===== src/rtl/adaptive_step_controller.sv =====
// Adaptive step-size controller: reads CHANNELS low/high estimate pairs, forms the
// max-norm error, accepts/rejects the step and computes SAFETY*h*tol/err, clamped.
module adaptive_step_controller #(
  parameter int WORD_SIZE     = 16,
  parameter int FRAC_BITS     = 7,
  parameter int ADDRESS_WIDTH = 4,
  parameter int CHANNELS      = 4,
  parameter int SAFETY        = 115,
  parameter int MAX_RETRIES   = 8
) (
  input  logic                     clk,
  input  logic                     rst,
  input  logic                     init,
  input  logic                     start,
  input  logic                     load_step,
  input  logic [WORD_SIZE-1:0]     step_in,
  input  logic [WORD_SIZE-1:0]     step_min,
  input  logic [WORD_SIZE-1:0]     step_max,
  input  logic [WORD_SIZE-1:0]     tolerance,
  input  logic [ADDRESS_WIDTH-1:0] x0_base,
  input  logic [ADDRESS_WIDTH-1:0] x1_base,
  input  logic [WORD_SIZE-1:0]     mem_data1,
  input  logic [WORD_SIZE-1:0]     mem_data2,
  output logic                     mem_read,
  output logic [ADDRESS_WIDTH-1:0] mem_address1,
  output logic [ADDRESS_WIDTH-1:0] mem_address2,
  output logic                     done,
  output logic                     accept,
  output logic                     reject,
  output logic                     error_failure,
  output logic                     busy,
  output logic [WORD_SIZE-1:0]     step_out,
  output logic [WORD_SIZE-1:0]     error_norm
);

  localparam int WS    = WORD_SIZE;
  localparam int AW    = ADDRESS_WIDTH;
  localparam int CH_W  = (CHANNELS > 1) ? $clog2(CHANNELS) : 1;
  localparam int RT_W  = $clog2(MAX_RETRIES + 1);
  localparam int CNT_W = $clog2(WORD_SIZE);
  localparam int PW    = 3 * WORD_SIZE;
  localparam int DW    = 2 * WORD_SIZE;

  typedef enum logic [2:0] {
    S_IDLE, S_READ, S_ACC, S_SCALE, S_DIV, S_CLAMP, S_DONE
  } state_t;

  state_t            state;
  logic [CH_W-1:0]   ch;
  logic [AW-1:0]     x0_b, x1_b;
  logic [WS-1:0]     smin, smax, tol_r;
  logic [WS-1:0]     err;
  logic [WS-1:0]     rem, dlo, quo;
  logic              ovf;
  logic [CNT_W-1:0]  cnt;
  logic [RT_W-1:0]   retry;

  logic [WS:0]       diff, mag, trial;
  logic [WS-1:0]     abs_sat, err_nx;
  logic [PW-1:0]     prod1, prod2;
  logic [WS-1:0]     p_sat;
  logic [DW-1:0]     dvd;
  logic [WS-1:0]     q_fin, q_lo, new_step;
  logic [RT_W-1:0]   retry_nx;
  logic [CH_W-1:0]   ch_inc;

  always_comb begin
    diff     = {mem_data2[WS-1], mem_data2} - {mem_data1[WS-1], mem_data1};
    mag      = diff[WS] ? ((WS+1)'(0) - diff) : diff;
    abs_sat  = (mag > {2'b00, {(WS-1){1'b1}}}) ? {1'b0, {(WS-1){1'b1}}} : mag[WS-1:0];
    err_nx   = (abs_sat > err) ? abs_sat : err;
    ch_inc   = ch + CH_W'(1);
    prod1    = (PW'(step_out) * PW'(tol_r)) >> FRAC_BITS;
    prod2    = (prod1 * PW'(SAFETY)) >> FRAC_BITS;
    p_sat    = (prod2 > PW'({WS{1'b1}})) ? '1 : prod2[WS-1:0];
    dvd      = DW'(p_sat) << FRAC_BITS;
    trial    = {rem, dlo[WS-1]};
    q_fin    = ovf ? '1 : quo;
    q_lo     = (q_fin < smin) ? smin : q_fin;
    new_step = (q_lo > smax) ? smax : q_lo;
    retry_nx = (retry == RT_W'(MAX_RETRIES)) ? retry : retry + RT_W'(1);
  end

  always_ff @(posedge clk or posedge rst) begin
    if (rst) begin
      state         <= S_IDLE;
      ch            <= '0;
      x0_b          <= '0;
      x1_b          <= '0;
      smin          <= '0;
      smax          <= '0;
      tol_r         <= '0;
      err           <= '0;
      rem           <= '0;
      dlo           <= '0;
      quo           <= '0;
      ovf           <= 1'b0;
      cnt           <= '0;
      retry         <= '0;
      mem_read      <= 1'b0;
      mem_address1  <= '0;
      mem_address2  <= '0;
      done          <= 1'b0;
      accept        <= 1'b0;
      reject        <= 1'b0;
      error_failure <= 1'b0;
      busy          <= 1'b0;
      step_out      <= '0;
      error_norm    <= '0;
    end else begin
      done         <= 1'b0;
      accept       <= 1'b0;
      reject       <= 1'b0;
      mem_read     <= 1'b0;
      mem_address1 <= '0;
      mem_address2 <= '0;
      case (state)
        S_IDLE: begin
          if (init) begin
            retry         <= '0;
            error_failure <= 1'b0;
          end
          if (load_step) step_out <= step_in;
          if (start) begin
            x0_b         <= x0_base;
            x1_b         <= x1_base;
            smin         <= step_min;
            smax         <= step_max;
            tol_r        <= tolerance;
            ch           <= '0;
            err          <= '0;
            mem_read     <= 1'b1;
            mem_address1 <= x0_base;
            mem_address2 <= x1_base;
            busy         <= 1'b1;
            state        <= S_READ;
          end
        end
        S_READ: state <= S_ACC;
        S_ACC: begin
          err <= err_nx;
          if (ch == CH_W'(CHANNELS - 1)) begin
            state <= S_SCALE;
          end else begin
            ch           <= ch_inc;
            mem_read     <= 1'b1;
            mem_address1 <= x0_b + AW'(ch_inc);
            mem_address2 <= x1_b + AW'(ch_inc);
            state        <= S_READ;
          end
        end
        S_SCALE: begin
          // Remainder starts with the dividend's upper half; a no-overflow quotient
          // then fits in WS bits and the low half is shifted in one bit per cycle.
          rem <= dvd[DW-1:WS];
          dlo <= dvd[WS-1:0];
          quo <= '0;
          cnt <= '0;
          if (err == '0) begin
            ovf   <= 1'b1;
            state <= S_CLAMP;
          end else begin
            ovf   <= (dvd[DW-1:WS] >= err);
            state <= S_DIV;
          end
        end
        S_DIV: begin
          if (trial >= {1'b0, err}) begin
            rem <= WS'(trial - {1'b0, err});
            quo <= {quo[WS-2:0], 1'b1};
          end else begin
            rem <= trial[WS-1:0];
            quo <= {quo[WS-2:0], 1'b0};
          end
          dlo <= {dlo[WS-2:0], 1'b0};
          cnt <= cnt + CNT_W'(1);
          if (cnt == CNT_W'(WORD_SIZE - 1)) state <= S_CLAMP;
        end
        S_CLAMP: begin
          done       <= 1'b1;
          step_out   <= new_step;
          error_norm <= err;
          if (err <= tol_r) begin
            accept <= 1'b1;
            retry  <= '0;
          end else begin
            reject <= 1'b1;
            retry  <= retry_nx;
            if (retry_nx == RT_W'(MAX_RETRIES) || q_fin < smin) error_failure <= 1'b1;
          end
          state <= S_DONE;
        end
        S_DONE: begin
          busy  <= 1'b0;
          state <= S_IDLE;
        end
        default: begin
          busy  <= 1'b0;
          state <= S_IDLE;
        end
      endcase
    end
  end

endmodule


===== config.mk =====
export PLATFORM = sky130hd
export DESIGN_NAME = adaptive_step_controller
export DESIGN_NICKNAME = d
export VERILOG_FILES = /design/src/rtl/adaptive_step_controller.sv
export SDC_FILE = /design/constraint.sdc
export NUM_CORES = 1
export LEC_CHECK = 0
export CORE_ASPECT_RATIO = 0.6
export CORE_UTILIZATION = 50
export CTS_BUF_LIST = sky130_fd_sc_hd__clkbuf_8
export DETAILED_ROUTE_END_ITERATION = 8
export GPL_TIMING_DRIVEN = 0
export PLACE_DENSITY = 0.74
export SLEW_MARGIN = 20
export SYNTH_ARGS = -nofsm -noshare
export SYNTH_HDL_FRONTEND = slang
export SYNTH_SLANG_ARGS = --single-unit

===== constraint.sdc =====
create_clock -name clk -period 29.9 [get_ports clk]
set_input_delay 7.475 -clock clk [delete_from_list [all_inputs] [get_ports clk]]
set_output_delay 7.475 -clock clk [all_outputs]
set_load 0.1 [all_outputs]

==> impl_metrics.ini, run 1 <==
[run_status]
outcome = finished clean

[sta]
report.final.slew_viol_count = 0
timing.final.crit_share = 0.463
rsz0062_at_grt = no
maxSlewHeadroom = 0.210
fmaxAchievable_ghz = 0.0723
setup_tns_ns = 0
clock_skew_ns = 0.0161
setup_viol = 0
worst_hold_slack_ns = 0.498
finalHoldViolCount = 0
worst_pin_slew_ns = 1.18
min_period_ns = 13.84

[floorplan]
die_x_microns = 286
dieArea_sq_um = 49400
core-area_sq_um = 47900
rows = 62
die_h_microns = 173
start_util = 0.507
io_pins = 155

[synth]
synth_warnings = 0
synth_edf_count = 0
synth_top_area_frac = 0.206
synth.top_cells.by_area = fa_1, dfrtp_1, ha_1
ys_seq_area_frac = 0.178
ys_top_cells_by_count = inv_1, nand2_1, ha_1
yosysMostFrequentCell = inv_1
ys.flop_type = dfrtp_1
yosysTopAreaCell = fa_1
synth_seq_cells = 173
synth.distinct_cells = 89
synth_nets = 3519
synthesis.area_sq_um = 24300
synthArstFlopShare = 1.00
synth_area_per_cell_sq_um = 8.46
syn_inst = 2868

[clock_network]
clockBufferDepth = 2
cts_resized = 0
clockRootBuffer = clkbuf_8
hold_buffers = 0
cts_tree = built
clk_latency_ns = 0.51
cts_setup_buffers = 0
clock_sinks = 173
numCtsBuffers = 17
clk_pin_slew_ns = 0.11
cts.htree.levels = 4

[critical_path]
cp_num_cells = 21
worstSetupPathType = in2reg
slowest_delay_ns = 0.66
required_ns = 30.32
endpoint_kind = flop
rr_endpoint = ovf$_DFFE_PP0P_
worst_path_max_delay_cell = a21boi_0
crit_end = err[6]$_DFFE_PP0P_
worst_ep_arrival_time_ns = 14.26
reg2reg_depth = 46
worstPathMaxFanout = 10
cp_num_buf_inv = 4
r2r-start = step_out[13]$_DFFE_PP0P_
r2r_slack_ns = 16.15
crit_top_cell = a21boi_0
worstSetupStartpointType = primary input
critPathTopFamily = compound AO/OA/AOI/OAI gates
crit_chain = clkdlybuf4s50_1, ha_1, inv_1, fa_1, a211o_1, a21boi_0, nor3_1, o31a_1, a31oi_1, nor4b_2, mux2_4, a21boi_0, inv_1, ha_1, nand4_1, nor3_1, a21boi_0, o41a_1, clkbuf_1, a21oi_1, a31oi_2
startpoint = mem_data1[0]

[place]
routabilityCongestion = 1.01
dp_cells = 3664
placed_cell_area_sq_um = 26700
hpwl_microns = 59800
io_buffers = 154

[finish]
fin_cells = 3697
nNetsFinal = 3694
drive_gt1_frac = 0.0245
final_cell_area_sq_um = 27100
area_delta_synth_final_pct = 11.7

[drt]
drt_iter0_drc = 2184
firstDrtPassIters = 6
drc = 0
totalWireLength_microns = 72300
viasPerCell = 5.75
antenna_left = 0
wl_per_cell_microns = 19.6
vias = 21300

[run]
cap_violations = 0

[worst_hold_path]
min_path_type = reg2reg

[grt]
antenna_found_initial = 2
grt_util_all_layers = 0.298
grt_max_degree = 105
grt_pass1_vias = 21100
grt_first_pass_wirelength_microns = 116000
grt_overflow = 0
-- cell usage in the layout, fill, tap and decap left out, drive strengths merged, types with 19 or more instances in the layout --
master,instances
a21oi,96
dfrtp,173
fa,250
nand2,327
o31ai,21
clkbuf,117
o22ai,28
a211oi,44
a22o,20
a31oi,43
nor2,145
a21o,42
mux2i,19
xor2,37
nand3,51
nand4,23
and2,133
xnor2,54
inv,514
clkdlybuf4s50,154
nor3,53
ha,292
o21ai,151
o21a,30
-- area by class of cell --
class,count,area [sq um]
clock buffers,17,234
plain buffers,110,430
multi-input cells,2076,17600
fillers,4317,20800
flip-flops and latches,173,4330
repair buffers,156,1580
clock inverters,15,198
inverters,509,1920
diodes,1,2.50
well taps,640,801
-- how the worst min path moves through the flow --
stage / from / to / slack [ns] / depth (start not counted)
floorplan: x0_b[0]$_DFFE_PP0P_ / x0_b[0]$_DFFE_PP0P_ / 0.45 / 2
global route: x1_b[0]$_DFFE_PP0P_ / x1_b[0]$_DFFE_PP0P_ / 0.52 / 2
global placement: x0_b[0]$_DFFE_PP0P_ / x0_b[0]$_DFFE_PP0P_ / 0.46 / 2
finish: x1_b[0]$_DFFE_PP0P_ / x1_b[0]$_DFFE_PP0P_ / 0.50 / 2
CTS: x1_b[0]$_DFFE_PP0P_ / x1_b[0]$_DFFE_PP0P_ / 0.50 / 2
detailed placement: x1_b[0]$_DFFE_PP0P_ / x1_b[0]$_DFFE_PP0P_ / 0.47 / 2
-- flip-flops by register name, indices dropped and copies added (netlist names), 2 cells and up --
register and count:
err 16, error_norm 16, quo 16, rem 16, smax 16, smin 16
step_out 16, tol_r 16, dlo 9, cnt 4, mem_address1 4, mem_address2 4
retry 4, x0_b 4, x1_b 4, state 3, ch 2
-- cells by family after synthesis --
logic type               Yosys count  share of synthesized area
AO/OA/AOI/OAI                    566                      0.153
XOR/XNOR                          92                     0.0338
adder cells (fa/ha/maj)          545                      0.358
buffers and inverters            619                     0.0965
flip-flops                       173                      0.178
multiplexers                      21                    0.00892
other                              1                   0.000155
AND/OR/NAND/NOR                  851                      0.171
-- tightest hold or removal path, stage by stage, from the launching register on --
cell,delay (ns)
dfrtp_1,0.37
nand2_1,0.05
nand2_1,0.06
-- stage by stage --
step           setup slack [ns]  utilization
2_1_floorplan             17.56            -
3_3_place_gp              15.51        0.556
3_5_place_dp              15.96        0.557
4_1_cts                   16.24        0.566
5_1_grt                   15.40        0.566
6_report                  16.06        0.566
-- layer usage --
| metal | wire length (microns) | part of all wire | global-route usage |
|---|---|---|---|
| met2 | 29000 | 0.40 | 0.409 |
| met1 | 33900 | 0.47 | 0.460 |
| met5 | 0 | 0 | 0 |
| met3 | 8450 | 0.12 | 0.0966 |
| met4 | 936 | 0.013 | 0.0430 |
Power of run 1 is left out: the tool's default activity adds up to more than one toggle a clock period on the data nets, which glitch-free logic cannot reach.
==> inputs of run 2 (changes only) <==
==> constraint.sdc (replaced) <==
create_clock -name clk -period 13.8 [get_ports clk]
set_input_delay 3.45 -clock clk [delete_from_list [all_inputs] [get_ports clk]]
set_output_delay 3.45 -clock clk [all_outputs]
set_load 0.1 [all_outputs]
==> impl_metrics.ini, run 2 (synthesized netlist as in run 1, its figures left out) <==
[run_status]
outcome = finished clean

[place]
io_buffers = 154
routabilityCongestion = 1.01
placed_cell_area_sq_um = 26700
hpwl_microns = 59800
dp_slack_ns = 0.211

[floorplan]
core-area_sq_um = 47900
start_util = 0.507
rows = 62
io_pins = 155
die_h_microns = 173
dieArea_sq_um = 49400
die_x_microns = 286

[clock_network]
clock_sinks = 173
numCtsBuffers = 17
clk_pin_slew_ns = 0.11
hold_buffers = 0
clockRootBuffer = clkbuf_8
cts_tree = built
clk_latency_ns = 0.52
clockBufferDepth = 2
cts.htree.levels = 4

[critical_path]
worst_ep_arrival_time_ns = 13.47
slowest_delay_ns = 0.59
worstPathMaxFanout = 10
endpoint_kind = flop
worstSetupStartpointType = flop
worstSetupPathType = reg2reg
worst_path_max_delay_cell = fa_1
required_ns = 14.16
crit_top_cell = fa_1

[run]
cap_violations = 0

[grt]
grt_pass1_vias = 21100
antenna_found_initial = 2
grt_first_pass_wirelength_microns = 116000
grt_overflow = 0
grt_util_all_layers = 0.298
grt_max_degree = 105

[drt]
viasPerCell = 5.75
routedLengthMet1_microns = 33800
drt_iter0_drc = 2329
wl_met2_microns = 29200
totalWireLength_microns = 72300
wl_met3_microns = 8460
drc = 0
routed.top_layer = met4
wl_per_cell_microns = 19.6
vias = 21200
firstDrtPassIters = 6
antenna_left = 0

[worst_hold_path]
min_path_type = reg2reg

[sta]
rsz0062_at_grt = no
timing.final.crit_share = 0.950
report.final.slew_viol_count = 0
maxSlewHeadroom = 0.179
setup_viol = 0
min_period_ns = 13.11
clock_skew_ns = 0.0232
setup_tns_ns = 0
fmaxAchievable_ghz = 0.0763
finalHoldViolCount = 0
fin_ws_ns = 0.694
worst_pin_slew_ns = 1.22

[finish]
final_common_cell = inv_1
final_cell_area_sq_um = 27200
area_delta_synth_final_pct = 12.0
nNetsFinal = 3694
fillers = 4300
mostFrequentLayoutCells = inv_1, nand2_1, ha_1
drive_gt1_frac = 0.0380
[run 2: routing by layer]
layer  vias to the layer above  GRT usage
met4                         0     0.0430
met3                        86     0.0966
met1                     10300      0.460
met5                         -          0
li1                       9849          -
met2                      1009      0.409
[run 2: path summary, 6_finish.rpt]
| path | start | end | slack, ns | cells past startpoint |
|---|---|---|---|---|
| min | x1_b[0]$_DFFE_PP0P_ | x1_b[0]$_DFFE_PP0P_ | 0.50 | 2 |
| max reg2reg | tol_r[3]$_DFFE_PP0P_ | ovf$_DFFE_PP0P_ | 0.69 | 47 |
| min in group asynchronous | rst | x1_b[3]$_DFFE_PP0P_ | 3.38 | 2 |
| max | tol_r[3]$_DFFE_PP0P_ | ovf$_DFFE_PP0P_ | 0.69 | 47 |
| min reg2reg | x1_b[0]$_DFFE_PP0P_ | x1_b[0]$_DFFE_PP0P_ | 0.50 | 2 |
| max in group asynchronous | rst | step_out[13]$_DFFE_PP0P_ | 9.50 | 3 |
[run 2: cell type report]
| type | count | area, sq um | share of cell area |
|---|---|---|---|
| Clock buffer | 17 | 234 | 0.00861 |
| Sequential cell | 173 | 4340 | 0.159 |
| Tap cell | 640 | 801 | 0.0295 |
| Antenna cell | 2 | 5.00 | 0.000184 |
| Clock inverter | 15 | 198 | 0.00727 |
| Timing Repair Buffer | 158 | 1590 | 0.0586 |
| Buffer | 108 | 460 | 0.0169 |
| Inverter | 509 | 1920 | 0.0706 |
| Multi-Input combinational cell | 2076 | 17600 | 0.649 |
[run 2: through the flow]
step                      utilization  hold WS [ns]  cells
after floorplan                     -         0.450   2868
after global placement          0.556         0.463   3662
after detailed placement        0.557         0.473   3664
after CTS                       0.566         0.499   3696
after global routing            0.568         0.524   3697
final                           0.568         0.500   3698
[run 2: worst max-delay path: cells and delay by family, from the launching register on]
family                     cells  cell delay [ns]
adders and majority gates     13             5.89
buffers and inverters          9             1.00
AOI/OAI and AO/OA             12             2.56
DFF                            1             0.58
xor gates and xnor gates       1             0.23
and+or+nand+nor               12             2.68
[run 2: timing repair]
item,4_1_cts,5_1_grt
resized for setup,0,70
buffers inserted,0,2
setup endpoints to repair,0,1
Power of run 2 is left out for the same reason.
